File: src/rtl/mul_seq_arbiter.sv
// -----------------------------------------------------------------------------
// mul_seq_arbiter
//
// Shared-multiplier controller. Two requesters submit 8x8 multiply jobs over
// valid/ready handshakes; a round-robin arbiter grants one job at a time. The
// job is multiplied by one internal 4x4 add-tree multiplier over four
// partial-product cycles, accumulating into a 16-bit result.
//
// Handshake rule (all channels): a transfer happens on the rising clk edge
// where valid and ready are both high. Requesters hold operands and valid
// stable until ready; the consumer sees res_valid/res_data/res_id held stable
// until res_ready.
//
// Optional feature: define MULSEQ_SIGNED_EN for two's-complement operands
// (magnitudes are multiplied, the sign is applied when the result is shown).
// Without the macro, operands are unsigned and no sign logic exists.
//
// Ports:
//   clk                 rising-edge clock
//   rst_n               synchronous reset, ACTIVE-HIGH (1 = reset)
//   r0_valid/r0_ready   requester 0 job handshake
//   r0_a, r0_b          requester 0 operands (8 bit)
//   r1_valid/r1_ready   requester 1 job handshake
//   r1_a, r1_b          requester 1 operands (8 bit)
//   res_valid/res_ready result handshake
//   res_data            16-bit product
//   res_id              requester that issued the result
//   busy                high in any state except IDLE
//   dbg_state           current FSM state (0 IDLE, 1 MUL, 2 DONE)
// -----------------------------------------------------------------------------
module mul_seq_arbiter (
    input  logic        clk,
    input  logic        rst_n,
    input  logic        r0_valid,
    output logic        r0_ready,
    input  logic [7:0]  r0_a,
    input  logic [7:0]  r0_b,
    input  logic        r1_valid,
    output logic        r1_ready,
    input  logic [7:0]  r1_a,
    input  logic [7:0]  r1_b,
    output logic        res_valid,
    input  logic        res_ready,
    output logic [15:0] res_data,
    output logic        res_id,
    output logic        busy,
    output logic [1:0]  dbg_state
);

    typedef enum logic [1:0] {
        S_IDLE = 2'd0,
        S_MUL  = 2'd1,
        S_DONE = 2'd2
    } state_t;

    state_t      r_state;
    state_t      w_next;

    logic [1:0]  r_phase;
    logic [15:0] r_acc;
    logic [7:0]  r_a;
    logic [7:0]  r_b;
    logic        r_id;
    logic        r_last;     // requester served last; loses the next tie

    logic        w_gnt0;
    logic        w_gnt1;
    logic        w_accept;
    logic [7:0]  w_sel_a;
    logic [7:0]  w_sel_b;
    logic [7:0]  w_load_a;
    logic [7:0]  w_load_b;
    logic [3:0]  w_nib_a;
    logic [3:0]  w_nib_b;
    logic [7:0]  w_row [4];
    logic [7:0]  w_pp;
    logic [15:0] w_pp_shift;
    logic [15:0] w_result;

`ifdef MULSEQ_SIGNED_EN
    logic        r_sign;
`endif

    // ------------------------------------------------------------------
    // Arbitration: only in IDLE and never while reset is asserted.
    // On a tie, the requester not served last wins.
    // ------------------------------------------------------------------
    always_comb begin
        w_gnt0 = 1'b0;
        w_gnt1 = 1'b0;
        if (r_state == S_IDLE && !rst_n) begin
            if (r0_valid && r1_valid) begin
                w_gnt0 = r_last;
                w_gnt1 = ~r_last;
            end else begin
                w_gnt0 = r0_valid;
                w_gnt1 = r1_valid;
            end
        end
    end

    assign w_accept = w_gnt0 | w_gnt1;
    assign w_sel_a  = w_gnt1 ? r1_a : r0_a;
    assign w_sel_b  = w_gnt1 ? r1_b : r0_b;

`ifdef MULSEQ_SIGNED_EN
    // Magnitude of an 8-bit two's-complement value; -128 maps to 8'h80,
    // which is 128 when read as unsigned.
    assign w_load_a = w_sel_a[7] ? (~w_sel_a + 8'd1) : w_sel_a;
    assign w_load_b = w_sel_b[7] ? (~w_sel_b + 8'd1) : w_sel_b;
    assign w_result = r_sign ? (~r_acc + 16'd1) : r_acc;
`else
    assign w_load_a = w_sel_a;
    assign w_load_b = w_sel_b;
    assign w_result = r_acc;
`endif

    // ------------------------------------------------------------------
    // Nibble selection per phase:
    //   0: aL*bL<<0   1: aL*bH<<4   2: aH*bL<<4   3: aH*bH<<8
    // ------------------------------------------------------------------
    always_comb begin
        w_nib_a = r_phase[1] ? r_a[7:4] : r_a[3:0];
        w_nib_b = r_phase[0] ? r_b[7:4] : r_b[3:0];
    end

    // 4x4 add-tree: four shifted partial rows summed pairwise.
    always_comb begin
        for (int i = 0; i < 4; i++) begin
            w_row[i] = w_nib_b[i] ? ({4'b0000, w_nib_a} << i) : 8'd0;
        end
        w_pp = (w_row[0] + w_row[1]) + (w_row[2] + w_row[3]);
    end

    always_comb begin
        case (r_phase)
            2'd0:    w_pp_shift = {8'd0, w_pp};
            2'd3:    w_pp_shift = {w_pp, 8'd0};
            default: w_pp_shift = {4'd0, w_pp, 4'd0};
        endcase
    end

    // ------------------------------------------------------------------
    // FSM: state register
    // ------------------------------------------------------------------
    always_ff @(posedge clk) begin
        if (rst_n) begin
            r_state <= S_IDLE;
        end else begin
            r_state <= w_next;
        end
    end

    // FSM: next-state logic
    always_comb begin
        w_next = r_state;
        case (r_state)
            S_IDLE:  if (w_accept)          w_next = S_MUL;
            S_MUL:   if (r_phase == 2'd3)   w_next = S_DONE;
            S_DONE:  if (res_ready)         w_next = S_IDLE;
            default:                        w_next = S_IDLE;
        endcase
    end

    // FSM: outputs
    always_comb begin
        r0_ready  = w_gnt0;
        r1_ready  = w_gnt1;
        busy      = (r_state != S_IDLE);
        res_valid = (r_state == S_DONE);
        res_data  = (r_state == S_DONE) ? w_result : 16'd0;
        res_id    = (r_state == S_DONE) ? r_id : 1'b0;
        dbg_state = r_state;
    end

    // ------------------------------------------------------------------
    // Datapath: operand capture, phase counter, accumulator, pointer.
    // ------------------------------------------------------------------
    always_ff @(posedge clk) begin
        if (rst_n) begin
            r_phase <= 2'd0;
            r_acc   <= 16'd0;
            r_a     <= 8'd0;
            r_b     <= 8'd0;
            r_id    <= 1'b0;
            r_last  <= 1'b1;
        end else if (w_accept) begin
            r_phase <= 2'd0;
            r_acc   <= 16'd0;
            r_a     <= w_load_a;
            r_b     <= w_load_b;
            r_id    <= w_gnt1;
            r_last  <= w_gnt1;
        end else if (r_state == S_MUL) begin
            r_acc   <= r_acc + w_pp_shift;
            r_phase <= r_phase + 2'd1;
        end
    end

`ifdef MULSEQ_SIGNED_EN
    always_ff @(posedge clk) begin
        if (rst_n) begin
            r_sign <= 1'b0;
        end else if (w_accept) begin
            r_sign <= w_sel_a[7] ^ w_sel_b[7];
        end
    end
`endif

endmodule

File: config.mk
export PLATFORM = sky130hd
export DESIGN_NAME = mul_seq_arbiter
export DESIGN_NICKNAME = d
export VERILOG_FILES = /design/src/rtl/mul_seq_arbiter.sv
export SDC_FILE = /design/constraint.sdc
export NUM_CORES = 1
export LEC_CHECK = 0
export CORE_ASPECT_RATIO = 2
export CORE_MARGIN = 3
export CORE_UTILIZATION = 25
export DETAILED_ROUTE_END_ITERATION = 12
export HOLD_SLACK_MARGIN = 0.1
export SLEW_MARGIN = 20
export SYNTH_ARGS = -nofsm -noshare
export SYNTH_HDL_FRONTEND = slang
export SYNTH_SLANG_ARGS = --single-unit
File: constraint.sdc
create_clock -name clk -period 6.2 [get_ports clk]
set_input_delay 0.93 -clock clk [delete_from_list [all_inputs] [get_ports clk]]
set_output_delay 0.93 -clock clk [all_outputs]
set_load 0.03 [all_outputs]
=== Word level (Yosys, flattened, before mapping) ===
Cells that the tools add are included.

* Input port bits: 37
* Logic and storage cells: 47
* Register bits after elaboration: 38

* Equal/unequal tests: 6
* Reduce and logical (&&, ||, !) cells: 8
* Add/subtract/negate cells: 5
* Bitwise gates (word level): 2
* Multiplexer cells: 19

{| class="wikitable"
|+ Operator list
! operator !! number
|-
| $pmux 16 s2 || 1
|-
| $add 16x16->16 || 1
|-
| $mux 16 || 1
|-
| $mux 8 || 2
|-
| $mux 4 || 3
|-
| $add 6x7->8 || 1
|-
| $add 6x8->8 || 1
|-
| $mux 7 || 1
|-
| $add 4x5->6 || 1
|-
| $mux 2 || 3
|-
| $mux 6 || 1
|-
| $pmux 2 s3 || 1
|-
| $mux 1 || 5
|-
| $mux 5 || 1
|-
| $eq 2x2->1 const B || 2
|-
| $logic_not 2->1 || 2
|-
| $ne 2x2->1 const B || 2
|-
| $reduce_and 3->1 || 1
|-
| $add 2x1->2 const B || 1
|-
| $eq 2x1->1 const B || 1
|-
| $logic_and 1x1->1 || 2
|-
| $ne 2x1->1 const B || 1
|-
| $reduce_bool 2->1 || 1
|-
| $reduce_or 2->1 || 1
|-
| other kinds (3) || 3
|}

=== Logic depth before layout (Yosys ltp) ===
Gate-level depths: netlist of run 1.

* Depth after elaboration: 6
* Depth in mapped cells: 22
* Gate-level depth less buffers: 20

=== Worst setup path after synthesis of run 1 ===
OpenSTA, ideal clock, no wires.

* Kind: reg2reg
* Start: reg r_phase[0]
* End: reg r_acc[12]
* Slack: 1415 ps
* Stages on the path, launching flop included: 21
* Period minus slack after synthesis: 4785 ps
* Required time: 6079 ps
* Data arrival time: 4664 ps
* Cell sequence: dfxtp_1 clkbuf_1 mux2i_1 nor2_1 fa_1 inv_1 fa_1 inv_1 ha_1 fa_1 a21o_1 a21oi_1 xnor2_1 a22o_1 ha_1 a21oi_1 o21ai_0 or3_1 o22ai_1 xor2_1 o21ai_0

* Word-level cells in the longest chain between the ends: 6

{| class="wikitable"
|+ RTL lines
! item !! RTL line !! source
|-
| start, declared || 59 || <nowiki>logic [1:0] r_phase;</nowiki>
|-
| start signal, assigned || 196 || <nowiki>r_phase <= r_phase + 2'd1;</nowiki>
|-
| $mux 4 || 124 || <nowiki>w_nib_b = r_phase[0] ? r_b[7:4] : r_b[3:0];</nowiki>
|-
| $mux 6 (tied with other cells) || 130 || <nowiki>w_row[i] = w_nib_b[i] ? ({4'b0000, w_nib_a} << i) : 8'd0;</nowiki>
|-
| $add 6x7->8 / $add 4x5->6 (equally long branches) || 132 || <nowiki>w_pp = (w_row[0] + w_row[1]) + (w_row[2] + w_row[3]);</nowiki>
|-
| $add 6x8->8 || 132 ||
|-
| $pmux 16 s2 (*) || 136 || <nowiki>case (r_phase)</nowiki>
|-
| $add 16x16->16 (*) || 195 || <nowiki>r_acc <= r_acc + w_pp_shift;</nowiki>
|-
| end signal, assigned || 195 ||
|-
| end, declared || 60 || <nowiki>logic [15:0] r_acc;</nowiki>
|}

Mark *: on every way between the ends. The rest lies on a longest branch, timed or not.
A chain may end at the register's enable or synchronous reset.

=== Worst setup path after layout of run 1 ===
Ends and elaborated chain as after synthesis.

==> results of run 1 <==
## report_power, final
group / internal [mW] / total (mW) / switching, mW
clock: 0.160 / 0.262 / 0.102
combinational: 0.0638 / 0.137 / 0.0736
sequential: 0.258 / 0.270 / 0.0115
total: 0.482 / 0.669 / 0.187
## state kept, by name, summed over array words and instances (netlist names)
| signal | flops |
|---|---|
| r_a | 8 |
| r_b | 8 |
| r_phase | 2 |
| dbg_state | 2 |
| r_acc | 16 |
| r_last | 1 |
| r_id | 1 |
## final cells by class
class / count / share of cell area, %
well taps: 145 / 4.647
clock inverters: 1 / 0.1282
multi-input cells: 307 / 54.55
repair buffers: 64 / 16.09
clock buffers: 7 / 3.654
inverters: 15 / 1.442
flip-flops and latches: 38 / 19.49
## cell families after synthesis
logic type	after synthesis	share of synthesized area, %
buffers and inverters	38	5.376
adders and majority gates	33	15.02
AOI/OAI and AO/OA	82	17.60
and+or+nand+nor	152	24.25
DFF	38	24.95
muxes	31	10.22
xor gates and xnor gates	9	2.585
## layout by cell type, fill, tap and decap left out, types with 2 or more instances in the layout
master           instances
a211oi_1                22
a21o_1                   8
a21oi_1                 19
a22o_1                   2
and2_1                  19
and3_1                   2
buf_4                    5
clkbuf_16                5
clkdlybuf4s50_1         59
dfxtp_1                 38
fa_1                     6
ha_1                    27
inv_1                   14
mux2i_1                 30
nand2_1                 36
nand2b_1                 5
nand3_1                 14
nand4b_1                 2
nor2_1                  44
nor2b_1                  6
nor3_1                   7
o211ai_1                 2
o21a_1                   3
o21ai_0                 16
o31a_1                   2
o31ai_1                  2
or2_2                    6
or3_1                    3
xnor2_1                  6
xor2_1                   3
## layer usage
metal	vias up	track usage, %
li1	1429	-
met1	1291	11.11
met2	82	23.92
met3	18	1.929
met4	0	6.003
met5	-	0
## stage by stage
| step | hold WS [ns] | utilization, % | std cells |
|---|---|---|---|
| 2_1_floorplan | 0.4154 | - | 383 |
| 3_3_place_gp | 0.4275 | 31.72 | 569 |
| 3_5_place_dp | 0.4380 | 31.72 | 569 |
| 4_1_cts | 0.4473 | 32.97 | 577 |
| 5_1_grt | 0.4668 | 32.97 | 577 |
| 6_report | 0.4429 | 32.97 | 577 |
## critical path: stages, from the launching register on
cell and delay (ns):
dfxtp_1 0.52, mux2i_1 0.42, nor2_1 0.11, fa_1 0.54, inv_1 0.05, fa_1 0.52, inv_1 0.04, ha_1 0.21
fa_1 0.41, a21o_1 0.19, a21oi_1 0.16, xnor2_1 0.16, a22o_1 0.24, ha_1 0.35, a21oi_1 0.16, o21ai_0 0.20
or3_1 0.37, o22ai_1 0.18, xor2_1 0.16, o21ai_0 0.08
## final timing paths
path                    from   endpoint  cells after the start
setup / recovery  r_phase[0]  r_acc[12]                     19
setup reg to reg  r_phase[0]  r_acc[12]                     19
hold / removal          r_id       r_id                      2
hold reg to reg         r_id       r_id                      2
==> flow_summary.ini, run 1 <==
[sta]
hold_violations = 0
relSlewSlack_pct = 40.24
max_slew.worst_pin.slew_ns = 0.8964
tns_ns = 0
rsz0062_at_grt = false
setup_viol = 0
post-route-period-util_pct = 83.74
period_minus_slack_ns = 5.192
slew_violations = 0
timing.final.ws_setup_ns = 1.008
finalClockSkew_ns = 0.002934
max_freq_mhz = 192.6

[yosys]
synth_top_cell_area_share_pct = 24.95
synth_flop_cell = dfxtp_1
synth_cell_types = 47
yosysMostFrequentCell = nor2_1
ys_ff_latch = 38
syn_area_um2 = 3049
synth_edf_count = 0
postSynthCellCount = 383
avgSynthCellArea_um2 = 7.961
synth_area_leaders = dfxtp_1 (25%), ha_1 (11%), mux2i_1 (9.8%)
netlist_top_cells_count = nor2_1 (44), dfxtp_1 (38), nand2_1 (36)
synth_fp_nets = 453
yosys.area.top_type = dfxtp_1
async_reset_ff_share_pct = 0
ys_warn_count = 0
ys_seq_area_share_pct = 24.95

[cts]
postCtsSetupBuffers = 0
ctsHoldBuffers = 0
numCtsBuffers = 5
clock_latency_ns = 0.28
cts.sinks = 38
cts_tree = built
clkTransAtPathRegs_ns = 0.06
cts_resized = 0
h-tree-depth = 2
cts.path.max_buffers = 2
cts-root-buf = clkbuf_16

[power_and_ir_drop]
power_density_nw_per_um2 = 171.3
finalPower_uw = 668.8
p_leak_nw = 1.613
ir_drop_v = 0.0001223

[cells_and_area]
multiInputGateArea_um2 = 2130
layout.nets = 501
syn_to_final_growth_pct = 28.03
n_antenna_cell = 0
final_area_um2 = 3904
fillers = 1259
register_area_um2 = 760.7
drive_gt1_share_pct = 5.556

[setup_path]
cp-start-kind = flop
required_ns = 6.37
path_class = reg -> reg
endpoint_kind = flop
cp.arrival_ns = 5.36
r2r_slack_ns = 1.01
cp_max_fo = 7

[detailed_routing]
dr.first_iter.drc_count = 107
wirelength_um = 8275
viasPerCell = 4.887
wl_met2_um = 4662
dr.pass1.iters = 4
wl_met1_um = 2983
wl_per_cell_um = 14.34
topRoutingLayerUsed = met4
met3_length_um = 390
postRouteAntennaNets = 0
via_count = 2820
drcViolationCount = 0

[grt]
grt_max_degree = 35
grt_pass1_vias = 2810
antenna_found_initial = 0
gr-total-overflow = 0
track_usage_pct = 11.90
grt_pass1_wl_um = 13130

[placement]
dp_hpwl_um = 6575
dp_slack_ns = 1.053
gp_congestion = 0.8410
io_buffers = 59
placed_cell_area_um2 = 3756

[floorplan]
die_width_um = 84.09
design.die.area_um2 = 13640
die_h_um = 162.2
core_um2 = 11840
initial_core_util_pct = 25.75
rows = 56
io_pins = 60

[outcome]
status = finished clean

[flow_run]
maxCapViolCount = 0

[worst_hold_path]
hold_class = reg -> reg
Power figures use the tool's default switching activity.
==> run 2: changes to the inputs <==
==> constraint.sdc (replaced) <==
create_clock -name clk -period 5 [get_ports clk]
set_input_delay 0.75 -clock clk [delete_from_list [all_inputs] [get_ports clk]]
set_output_delay 0.75 -clock clk [all_outputs]
set_load 0.03 [all_outputs]
==> run 2 against run 1 <==
Sequential power increased by 26%. Design area increased by 4.3%. Critical path type unchanged. Clock-buffer cell count decreased by 2. Hold slack got worse by 0.0018 ns. Core utilization increased by 1.4 points. Clock skew decreased by 0.00069 ns. Largest cell class unchanged. Via count increased by 2.4%. Sequential share of layout area decreased by 0.62 points.
==> flow_summary.ini, run 2 (synthesis results as in run 1) <==
[cells_and_area]
regMostFlops = r_acc
final_cell_mix = clkdlybuf4s50_1 (59), nor2_1 (44), nand2_1 (36), dfxtp_1 (36), ha_1 (25)
drive_gt1_share_pct = 10.68
largestRegisters = r_acc: 16 flops, r_a: 8 flops, r_b: 8 flops
largest_reg_flops = 16
n_antenna_cell = 0
syn_to_final_growth_pct = 33.57
final_common_cell = clkdlybuf4s50_1
final_cells = 585
layout.nets = 510
fillers = 1249

[setup_path]
r2r_start = r_phase[1]
critPathCapture = r_acc[15]
cp-start-kind = flop
reg2reg_depth = 19
cp.arrival_ns = 4.93
required_ns = 5.22
path_class = reg -> reg
cp_max_fo = 6
r2r_slack_ns = 0.28
crit-reg2reg-capture = r_acc[15]
endpoint_kind = flop
cp-startpoint = r_phase[1]

[sta]
post-route-period-util_pct = 94.33
hold_violations = 0
max_slew.worst_pin.slew_ns = 0.8459
relSlewSlack_pct = 43.61
period_minus_slack_ns = 4.717
finalClockSkew_ns = 0.002245
slew_violations = 0
max_freq_mhz = 212.0
setup_viol = 0

[detailed_routing]
postRouteAntennaNets = 0
dr.pass1.iters = 4
drcViolationCount = 0
viasPerCell = 4.938
dr.first_iter.drc_count = 141
wirelength_um = 8459
via_count = 2889
wl_per_cell_um = 14.46

[cts]
cts.path.max_buffers = 2
cts-root-buf = clkbuf_16
clock_latency_ns = 0.29
cts.sinks = 38
numCtsBuffers = 5
cts_tree = built
clkTransAtPathRegs_ns = 0.06
h-tree-depth = 2
ctsHoldBuffers = 0

[floorplan]
die_h_um = 162.2
design.die.area_um2 = 13640
initial_core_util_pct = 25.75
rows = 56
core_um2 = 11840
die_width_um = 84.09
io_pins = 60

[outcome]
status = finished clean

[grt]
grt_pass1_wl_um = 13940
grt_pass1_vias = 2986
grt_max_degree = 35
track_usage_pct = 12.55
antenna_found_initial = 0
gr-total-overflow = 0

[placement]
dp.cells = 575
dp_hpwl_um = 6663
gp_congestion = 0.7926
io_buffers = 59

[power_and_ir_drop]
p_leak_nw = 1.662
power_density_nw_per_um2 = 204.2
ir_drop_v = 0.0001615
finalPower_uw = 831.7

[flow_run]
maxCapViolCount = 0

[worst_hold_path]
hold_class = reg -> reg
==> run 2: worst min-delay path by stage <==
stage / start / endpoint / cells after the start
floorplan: r_id / r_id / 2
global placement: r_id / r_id / 2
detailed placement: r_id / r_id / 2
CTS: r_id / r_id / 2
global route: r_id / r_id / 2
finish: r_id / r_id / 2
==> run 2: area by class of cell <==
type / instances / area, um2 / share of cell area [%]
clock buffers: 5 / 125.1 / 3.072
clock inverters: 2 / 15.01 / 0.3687
inverters: 15 / 56.30 / 1.382
flip-flops and latches: 38 / 768.2 / 18.86
repair buffers: 73 / 695.7 / 17.08
well taps: 145 / 181.4 / 4.455
multi-input cells: 307 / 2231 / 54.78
==> run 2: what timing repair did <==
action	in CTS	in global routing
setup endpoints to repair	3	8
gates resized for setup	5	19
endpoints found under the hold margin	0	0
pin swaps	0	0
cloned	0	0
buffers inserted	0	3
==> run 2: per-layer routing <==
metal | vias up | track usage, % | part of all wire [%]
met4 | 0 | 5.930 | 3.1
met2 | 83 | 24.46 | 56
met3 | 18 | 2.081 | 4.1
met5 | - | 0 | 0
met1 | 1336 | 12.52 | 37
li1 | 1452 | - | -
==> run 2: worst max-delay path, cell delays in order, from the launching register on <==
cell and delay (ns):
dfxtp_4 0.42, mux2i_4 0.26, nor2_1 0.09, fa_1 0.54, inv_1 0.05, fa_1 0.53, inv_1 0.04, ha_1 0.21
fa_1 0.41, a21o_1 0.21, a21oi_2 0.18, xnor2_2 0.12, a22o_1 0.26, ha_4 0.31, nand2_1 0.07, a211oi_1 0.22
o31a_1 0.22, o21ai_1 0.10, mux2i_1 0.20, mux2i_1 0.20
==> run 2: report_power, final <==
part	switching (mW)	internal [mW]	total, mW
combinational	0.0929	0.0885	0.181
clock	0.130	0.182	0.312
sequential	0.0188	0.320	0.339
==> run 2: metrics by stage <==
stage | TNS (ns) | worst slack, ns | area (um2) | hold slack [ns] | util [%]
5_1_grt | -0.009673 | -0.009673 | 4073 | 0.4890 | 34.39
3_3_place_gp | 0 | 0.06107 | 3801 | 0.4249 | 32.10
2_1_floorplan | 0 | 0.2148 | 3049 | 0.4154 | -
6_report | 0 | 0.2833 | 4073 | 0.4410 | 34.39
4_1_cts | 0 | 0.002159 | 3958 | 0.4424 | 33.42
3_5_place_dp | -0.09955 | -0.05022 | 3801 | 0.4324 | 32.10
